`config.mk`:
```
export PLATFORM = sky130hd
export DESIGN_NAME = ex_mem_reg_flat
export DESIGN_NICKNAME = d
export VERILOG_FILES = /design/src/rtl/ex_mem_reg_pkg.sv /design/src/rtl/ex_mem_reg_if.sv /design/src/rtl/ex_mem_reg_flag_unit.sv /design/src/rtl/ex_mem_reg.sv /design/src/flat_wrapper.sv
export SDC_FILE = /design/constraint.sdc
export NUM_CORES = 1
export LEC_CHECK = 0
export ABC_CLOCK_PERIOD_IN_PS = 1750
export CORE_MARGIN = 1.5
export CORE_UTILIZATION = 43
export DETAILED_ROUTE_END_ITERATION = 8
export GPL_ROUTABILITY_DRIVEN = 0
export PLACE_DENSITY = 0.81
export SLEW_MARGIN = 0
export SYNTH_ARGS = -nofsm -noshare
export SYNTH_HDL_FRONTEND = slang
export SYNTH_HIERARCHICAL = 1
export SYNTH_SLANG_ARGS = --single-unit
export TNS_END_PERCENT = 5
```
`constraint.sdc`:
```
create_clock -name clk -period 1.75 [get_ports clk]
set_clock_uncertainty 0.05 [all_clocks]
set_input_delay 0.35 -clock clk [delete_from_list [all_inputs] [get_ports clk]]
set_output_delay 0.35 -clock clk [all_outputs]
set_load 0.05 [all_outputs]
```
`src/rtl/ex_mem_reg_pkg.sv`:
```
// Shared definitions for the EX/MEM pipeline register: widths, opcodes, flag
// bit positions and the registered stage bundle.
package ex_mem_reg_pkg;

    localparam int DATA_W = 16;
    localparam int REG_AW = 4;
    localparam int OP_W   = 4;

    localparam logic [OP_W-1:0] OP_ADD    = 4'd0;
    localparam logic [OP_W-1:0] OP_SUB    = 4'd1;
    localparam logic [OP_W-1:0] OP_XOR    = 4'd2;
    localparam logic [OP_W-1:0] OP_RED    = 4'd3;
    localparam logic [OP_W-1:0] OP_SLL    = 4'd4;
    localparam logic [OP_W-1:0] OP_SRA    = 4'd5;
    localparam logic [OP_W-1:0] OP_ROR    = 4'd6;
    localparam logic [OP_W-1:0] OP_PADDSB = 4'd7;
    localparam logic [OP_W-1:0] OP_LW     = 4'd8;
    localparam logic [OP_W-1:0] OP_SW     = 4'd9;
    localparam logic [OP_W-1:0] OP_LHB    = 4'd10;
    localparam logic [OP_W-1:0] OP_LLB    = 4'd11;
    localparam logic [OP_W-1:0] OP_B      = 4'd12;
    localparam logic [OP_W-1:0] OP_BR     = 4'd13;
    localparam logic [OP_W-1:0] OP_PCS    = 4'd14;
    localparam logic [OP_W-1:0] OP_HLT    = 4'd15;

    localparam int FLAG_Z = 2;
    localparam int FLAG_V = 1;
    localparam int FLAG_N = 0;

    typedef struct packed {
        logic              valid;
        logic [OP_W-1:0]   opcode;
        logic [DATA_W-1:0] result;
        logic [REG_AW-1:0] rd;
        logic              wr_en;
        logic              mem_rd;
        logic              mem_wr;
        logic [DATA_W-1:0] store_data;
    } stage_t;

    localparam stage_t STAGE_BUBBLE = '0;

endpackage

```
`src/rtl/ex_mem_reg_if.sv`:
```
// EX/MEM boundary bundle: EX-side inputs, hazard controls, MEM-side outputs and flags.
// The slave modport is the pipeline register; the master side is the surrounding pipeline.
interface ex_mem_reg_if;
    import ex_mem_reg_pkg::*;

    logic              stall;
    logic              flush;
    logic              ex_valid;
    logic [OP_W-1:0]   ex_opcode;
    logic [DATA_W-1:0] ex_result;
    logic              ex_ovfl;
    logic [REG_AW-1:0] ex_rd;
    logic              ex_wr_en;
    logic              ex_mem_rd;
    logic              ex_mem_wr;
    logic [DATA_W-1:0] ex_store_data;

    logic              mem_valid;
    logic [OP_W-1:0]   mem_opcode;
    logic [DATA_W-1:0] mem_result;
    logic [REG_AW-1:0] mem_rd;
    logic              mem_wr_en;
    logic              mem_mem_rd;
    logic              mem_mem_wr;
    logic [DATA_W-1:0] mem_store_data;
    logic [2:0]        flags;
    logic [2:0]        flags_next;

    modport master (
        output stall, flush, ex_valid, ex_opcode, ex_result, ex_ovfl, ex_rd,
               ex_wr_en, ex_mem_rd, ex_mem_wr, ex_store_data,
        input  mem_valid, mem_opcode, mem_result, mem_rd, mem_wr_en,
               mem_mem_rd, mem_mem_wr, mem_store_data, flags, flags_next
    );

    modport slave (
        input  stall, flush, ex_valid, ex_opcode, ex_result, ex_ovfl, ex_rd,
               ex_wr_en, ex_mem_rd, ex_mem_wr, ex_store_data,
        output mem_valid, mem_opcode, mem_result, mem_rd, mem_wr_en,
               mem_mem_rd, mem_mem_wr, mem_store_data, flags, flags_next
    );

endinterface

```
`src/rtl/ex_mem_reg_flag_unit.sv`:
```
// Combinational next-flag logic: opcode class decode, zero detect and sign bit.
// With i_update low the current flags pass through unchanged.
module ex_mem_reg_flag_unit
    import ex_mem_reg_pkg::*;
(
    input  logic              i_update,
    input  logic [OP_W-1:0]   i_opcode,
    input  logic [DATA_W-1:0] i_result,
    input  logic              i_ovfl,
    input  logic [2:0]        i_flags,
    output logic [2:0]        o_flags_next
);

    logic w_zero;

    assign w_zero = (i_result == '0);

    always_comb begin
        o_flags_next = i_flags;
        if (i_update) begin
            case (i_opcode)
                OP_ADD, OP_SUB: begin
                    o_flags_next[FLAG_Z] = w_zero;
                    o_flags_next[FLAG_V] = i_ovfl;
                    o_flags_next[FLAG_N] = i_result[DATA_W-1];
                end
                // Logic and shift ops only define Z; V and N keep their last arithmetic value.
                OP_XOR, OP_SLL, OP_SRA, OP_ROR: begin
                    o_flags_next[FLAG_Z] = w_zero;
                end
                default: begin
                    o_flags_next = i_flags;
                end
            endcase
        end
    end

endmodule

```
`src/rtl/ex_mem_reg.sv`:
```
// EX/MEM pipeline register with stall/flush and the architectural {Z,V,N} flag register.
// Define EX_MEM_FLAG_FWD_EN to make flags_next a same-cycle bypass of the next flag value.
module ex_mem_reg
    import ex_mem_reg_pkg::*;
(
    input  logic         clk,
    input  logic         rst_n,
    ex_mem_reg_if.slave  bus
);

    stage_t     w_stage_in;
    stage_t     r_stage;
    logic [2:0] r_flags;
    logic [2:0] w_flags_calc;
    logic       w_load;
    logic       w_flag_upd;

    assign w_load     = !bus.flush && !bus.stall;
    assign w_flag_upd = w_load && bus.ex_valid;

    // Enables are qualified by ex_valid so a bubble can never write anything.
    always_comb begin
        w_stage_in            = STAGE_BUBBLE;
        w_stage_in.valid      = bus.ex_valid;
        w_stage_in.opcode     = bus.ex_opcode;
        w_stage_in.result     = bus.ex_result;
        w_stage_in.rd         = bus.ex_rd;
        w_stage_in.wr_en      = bus.ex_valid && bus.ex_wr_en;
        w_stage_in.mem_rd     = bus.ex_valid && bus.ex_mem_rd;
        w_stage_in.mem_wr     = bus.ex_valid && bus.ex_mem_wr;
        w_stage_in.store_data = bus.ex_store_data;
    end

    ex_mem_reg_flag_unit u_flag_unit (
        .i_update     (w_flag_upd),
        .i_opcode     (bus.ex_opcode),
        .i_result     (bus.ex_result),
        .i_ovfl       (bus.ex_ovfl),
        .i_flags      (r_flags),
        .o_flags_next (w_flags_calc)
    );

    always_ff @(posedge clk or negedge rst_n) begin
        if (!rst_n) begin
            r_stage <= STAGE_BUBBLE;
            r_flags <= 3'b000;
        end else begin
            if (bus.flush) begin
                r_stage <= STAGE_BUBBLE;
            end else if (!bus.stall) begin
                r_stage <= w_stage_in;
            end
            // w_flags_calc already folds in stall, flush and valid as a hold.
            r_flags <= w_flags_calc;
        end
    end

    assign bus.mem_valid      = r_stage.valid;
    assign bus.mem_opcode     = r_stage.opcode;
    assign bus.mem_result     = r_stage.result;
    assign bus.mem_rd         = r_stage.rd;
    assign bus.mem_wr_en      = r_stage.wr_en;
    assign bus.mem_mem_rd     = r_stage.mem_rd;
    assign bus.mem_mem_wr     = r_stage.mem_wr;
    assign bus.mem_store_data = r_stage.store_data;
    assign bus.flags          = r_flags;

`ifdef EX_MEM_FLAG_FWD_EN
    assign bus.flags_next = w_flags_calc;
`else
    assign bus.flags_next = r_flags;
`endif

endmodule

```
`src/flat_wrapper.sv`:
```
// flat-port wrapper written by rule: the top's interface ports become plain ports
module ex_mem_reg_flat import ex_mem_reg_pkg::*;
  (clk, rst_n, bus_stall, bus_flush, bus_ex_valid, bus_ex_opcode, bus_ex_result, bus_ex_ovfl, bus_ex_rd, bus_ex_wr_en, bus_ex_mem_rd, bus_ex_mem_wr, bus_ex_store_data, bus_mem_valid, bus_mem_opcode, bus_mem_result, bus_mem_rd, bus_mem_wr_en, bus_mem_mem_rd, bus_mem_mem_wr, bus_mem_store_data, bus_flags, bus_flags_next);
  ex_mem_reg_if bus_i ();
  input  logic clk;
  input  logic rst_n;
  input wire logic [$bits(bus_i.stall)-1:0] bus_stall;
  input wire logic [$bits(bus_i.flush)-1:0] bus_flush;
  input wire logic [$bits(bus_i.ex_valid)-1:0] bus_ex_valid;
  input wire logic [$bits(bus_i.ex_opcode)-1:0] bus_ex_opcode;
  input wire logic [$bits(bus_i.ex_result)-1:0] bus_ex_result;
  input wire logic [$bits(bus_i.ex_ovfl)-1:0] bus_ex_ovfl;
  input wire logic [$bits(bus_i.ex_rd)-1:0] bus_ex_rd;
  input wire logic [$bits(bus_i.ex_wr_en)-1:0] bus_ex_wr_en;
  input wire logic [$bits(bus_i.ex_mem_rd)-1:0] bus_ex_mem_rd;
  input wire logic [$bits(bus_i.ex_mem_wr)-1:0] bus_ex_mem_wr;
  input wire logic [$bits(bus_i.ex_store_data)-1:0] bus_ex_store_data;
  output wire logic [$bits(bus_i.mem_valid)-1:0] bus_mem_valid;
  output wire logic [$bits(bus_i.mem_opcode)-1:0] bus_mem_opcode;
  output wire logic [$bits(bus_i.mem_result)-1:0] bus_mem_result;
  output wire logic [$bits(bus_i.mem_rd)-1:0] bus_mem_rd;
  output wire logic [$bits(bus_i.mem_wr_en)-1:0] bus_mem_wr_en;
  output wire logic [$bits(bus_i.mem_mem_rd)-1:0] bus_mem_mem_rd;
  output wire logic [$bits(bus_i.mem_mem_wr)-1:0] bus_mem_mem_wr;
  output wire logic [$bits(bus_i.mem_store_data)-1:0] bus_mem_store_data;
  output wire logic [$bits(bus_i.flags)-1:0] bus_flags;
  output wire logic [$bits(bus_i.flags_next)-1:0] bus_flags_next;
  assign bus_i.stall = bus_stall;
  assign bus_i.flush = bus_flush;
  assign bus_i.ex_valid = bus_ex_valid;
  assign bus_i.ex_opcode = bus_ex_opcode;
  assign bus_i.ex_result = bus_ex_result;
  assign bus_i.ex_ovfl = bus_ex_ovfl;
  assign bus_i.ex_rd = bus_ex_rd;
  assign bus_i.ex_wr_en = bus_ex_wr_en;
  assign bus_i.ex_mem_rd = bus_ex_mem_rd;
  assign bus_i.ex_mem_wr = bus_ex_mem_wr;
  assign bus_i.ex_store_data = bus_ex_store_data;
  assign bus_mem_valid = bus_i.mem_valid;
  assign bus_mem_opcode = bus_i.mem_opcode;
  assign bus_mem_result = bus_i.mem_result;
  assign bus_mem_rd = bus_i.mem_rd;
  assign bus_mem_wr_en = bus_i.mem_wr_en;
  assign bus_mem_mem_rd = bus_i.mem_mem_rd;
  assign bus_mem_mem_wr = bus_i.mem_mem_wr;
  assign bus_mem_store_data = bus_i.mem_store_data;
  assign bus_flags = bus_i.flags;
  assign bus_flags_next = bus_i.flags_next;
  ex_mem_reg u_core (.clk(clk), .rst_n(rst_n), .bus(bus_i));
endmodule
```
==> reports/qor.tcl <==
set qor(grt_usage) 0.1862
set qor(clk_pin_slew_ns) 0.08
set qor(critical-path-max-stage-delay_ns) 0.50
set qor(dp_hpwl_um) 3286
set qor(initial_utilization) 0.4578
set qor(grt_setup_unrepaired) {no}
set qor(power.switching_uw) 819.4
set qor(swShare) 0.3246
set qor(ff2ff_setup_slack_ns) 0.91
set qor(mostFrequentLayoutCell) {sky130_fd_sc_hd__buf_4}
set qor(max_freq_mhz) 646.8
set qor(critPathArrivalTime_ns) 1.68
set qor(finish.net_count) 312
set qor(failed_checks) {design-rule violations}
set qor(finalHoldViolations) 0
set qor(highest_fanout_seen_on_the_critical_path) 2
set qor(final_max_slew_viol_count) 0
set qor(power.density_cell_area_nw_per_um2) 850.4
set qor(die_height_um) 71.79
set qor(drtPass1Iterations) 6
set qor(combinational_family_with_the_most_area_after_synthesis) {multiplexers}
set qor(grt_pass1_wl_um) 7396
set qor(min-delay-path-class) {primary input to register}
set qor(core_area_um2) 4444
set qor(end_kind) {register}
set qor(p_seq_frac) 0.472
set qor(critPathSlowestCell) {sky130_fd_sc_hd__clkdlybuf4s50_1}
set qor(synth_simple_gate_area_frac) 0.1365
set qor(setup_viol_count_final) 0
set qor(post_synth_instance_area_um2) 2034
set qor(ctsHtreeMaxLevel) 2
set qor(detailroute.via_count) 1531
set qor(crit_path_start_kind) {primary input}
set qor(synth-adder-area-share) 0
set qor(clk-insertion-delay-late_ns) 0.29
set qor(relSlewSlack) 0.6988
set qor(most-common-layout-cells) {54 x sky130_fd_sc_hd__buf_4, 47 x sky130_fd_sc_hd__dfrtp_1, 46 x sky130_fd_sc_hd__clkdlybuf4s50_1}
set qor(synth_xor_xnor_area_share) 0
set qor(intPower_uw) 1705
set qor(cts_tree) {built}
set qor(final_core_util) 0.6678
set qor(yosys-mux-area-fraction) 0.2128
set qor(pwr-share-comb) 0.285
set qor(ant_nets) 0
set qor(ys_ff_latch) 47
set qor(antenna_cells) 0
set qor(drt-vias-per-instance) 4.845
set qor(fillerInstances) 361
set qor(timing.final.crit_period_ns) 1.546
set qor(dpl_cell_area_um2) 2877
set qor(synth-seq-area-share) 0.5781
set qor(worstMarginPinSlew_ns) 0.4518
set qor(cp_data_required_time_ns) 1.89
set qor(synthCells) 166
set qor(max_cap_viol_count) 0
set qor(remaining_drc_errors) 6
set qor(dp_cells) 307
set qor(antenna_violations_before_repair) 0
set qor(cts-buffers-inserted) 5
set qor(floorplan.die.width_um) 71.79
set qor(portBuffers) 98
set qor(share_of_the_synthesized_area_in_compound_gates_ao_oa_aoi_oai) 0.01230
set qor(power.share.clock) 0.243
set qor(rows) 24
set qor(drive_gt1_frac) 0.2652
set qor(fin_crit_sh) 0.8834
set qor(irDropWorstVdd_mv) 0.5872
set qor(die_area_um2) 5153
set qor(maximum_number_of_pins_on_one_net_before_global_route_repair) 48
set qor(p_leak_uw) 0.001506
set qor(via_count_of_the_first_global_routing_pass) 1549
set qor(layout_area_overhead_pct) 45.88
set qor(clock-sinks) 47
set qor(synth_cell_type_count) 20
set qor(synthesis.area_per_instance_um2) 12.26
set qor(wire_length_per_cell_after_detailed_routing_um) 14.24
set qor(stdcell_count) 316
set qor(io-pin-count) 99
set qor(root_buffer) {sky130_fd_sc_hd__clkbuf_8}
set qor(synth_nets) 215
set qor(count_of_synthesis_stage_warnings_from_yosys) 6
set qor(holdWs_ns) 0.3567
set qor(outcome) {finished, violations left}
set qor(criticalPathCategory) {primary input to register}
set qor(worstPathCellList) {clkdlybuf4s50_1 > nand2b_1 > nor2_1 > nand2b_4 > nor3_4 > mux2_2}
set qor(ctsLongestPathBuffers) 2
set qor(finalInstanceArea_um2) 2968
set qor(aggregate_routed_wire_length_um) 4501
set qor(detailedRoute.firstIterationViolations) 90
set qor(setup_buffers_after_cts) 0
set qor(total_congestion_overflow) 0
worst max-delay path, delay by kind of cell:
family | cells | cell delay [ns]
buf+inv | 1 | 0.50
simple gates | 4 | 0.47
mux | 1 | 0.35
Yosys cell counts:
library cell                n  share of area
sky130_fd_sc_hd__clkbuf_1   4         0.0074
sky130_fd_sc_hd__mux2_2     2          0.011
sky130_fd_sc_hd__nand3b_1   3          0.011
sky130_fd_sc_hd__a21oi_1    5          0.012
sky130_fd_sc_hd__buf_8      2          0.015
sky130_fd_sc_hd__mux2i_1   41           0.20
sky130_fd_sc_hd__nor4_2     3          0.018
sky130_fd_sc_hd__nand4_1    1         0.0031
sky130_fd_sc_hd__nand2b_1   1         0.0031
sky130_fd_sc_hd__buf_12     1         0.0098
sky130_fd_sc_hd__dfrtp_1   47           0.58
sky130_fd_sc_hd__nand2b_4   1         0.0068
sky130_fd_sc_hd__nand2_1    4         0.0074
sky130_fd_sc_hd__buf_6      1         0.0055
sky130_fd_sc_hd__buf_4      5          0.018
sky130_fd_sc_hd__nor2_1    41          0.076
sky130_fd_sc_hd__nor3_4     1         0.0080
sky130_fd_sc_hd__nor4_1     1         0.0031
sky130_fd_sc_hd__inv_1      1         0.0018
sky130_fd_sc_hd__buf_2      1         0.0025
metrics by stage:
step	setup TNS (ns)	worst slack [ns]	total power, uW
2_1_floorplan	0	0.1491	1658
3_3_place_gp	-0.1827	-0.09146	1929
3_5_place_dp	-0.2321	-0.1206	1937
4_1_cts	0	0.2045	2560
5_1_grt	0	0.1540	2649
6_report	0	0.2040	2524
area by class of cell:
type | count | area [um2] | area share
Multi-Input combinational cell | 104 | 735.7 | 0.2479
Clock buffer | 7 | 76.32 | 0.02572
Inverter | 1 | 3.754 | 0.001265
Sequential cell | 47 | 1176 | 0.3963
Clock inverter | 1 | 5.005 | 0.001686
Timing Repair Buffer | 104 | 905.9 | 0.3052
Tap cell | 52 | 65.06 | 0.02192
routing by layer:
| metal | routed length [um] | GRT usage |
|---|---|---|
| met1 | 1942 | 0.2401 |
| met2 | 2114 | 0.2942 |
| met3 | 397 | 0.07314 |
| met4 | 46 | 0.05031 |
| met5 | 0 | 0 |
sequential cells by signal, summed over array words and instances, names as in the netlist, 3 cells and up:
name                       count
u_core/bus.mem_rd              4
u_core/bus.mem_opcode          4
u_core/bus.flags               3
u_core/bus.mem_store_data     16
u_core/bus.mem_result         16
final timing paths:
| path | start | end | cells after the start |
|---|---|---|---|
| worst min-delay path | bus_stall | u_core/bus.mem_valid$_DFFE_PN0P_ | 3 |
| min in group asynchronous | rst_n | u_core/bus.mem_store_data[3]$_DFFE_PN0P_ | 2 |
| worst max-delay path | bus_ex_valid | u_core/bus.flags[0]$_DFF_PN0_ | 6 |
| max in group asynchronous | rst_n | u_core/bus.mem_mem_wr$_DFFE_PN0P_ | 3 |
| worst max register to register | u_core/bus.flags[0]$_DFF_PN0_ | u_core/bus.flags[0]$_DFF_PN0_ | 1 |
| worst min register to register | u_core/bus.mem_result[8]$_DFFE_PN0P_ | u_core/bus.mem_result[8]$_DFFE_PN0P_ | 2 |
cells by family (layout without fill, tap and decap cells):
| kind of cell | after synthesis | after routing |
|---|---|---|
| simple gates | 56 | 56 |
| flops | 47 | 47 |
| mux | 43 | 43 |
| buf+inv | 15 | 113 |
| compound gates | 5 | 5 |
power groups by stage:
stage	Sequential (uW)	Combinational [uW]	Clock, uW
floorplan	1450	209	0
global placement	1210	718	0
detailed placement	1210	724	0
CTS	1190	726	641
global route	1200	760	688
finish	1190	719	614
timing repair:
action,in CTS,in global routing
gates resized for setup,0,0
endpoints found under the hold margin,18,0
hold buffers,1,0
(Power assumes the default switching activity.)
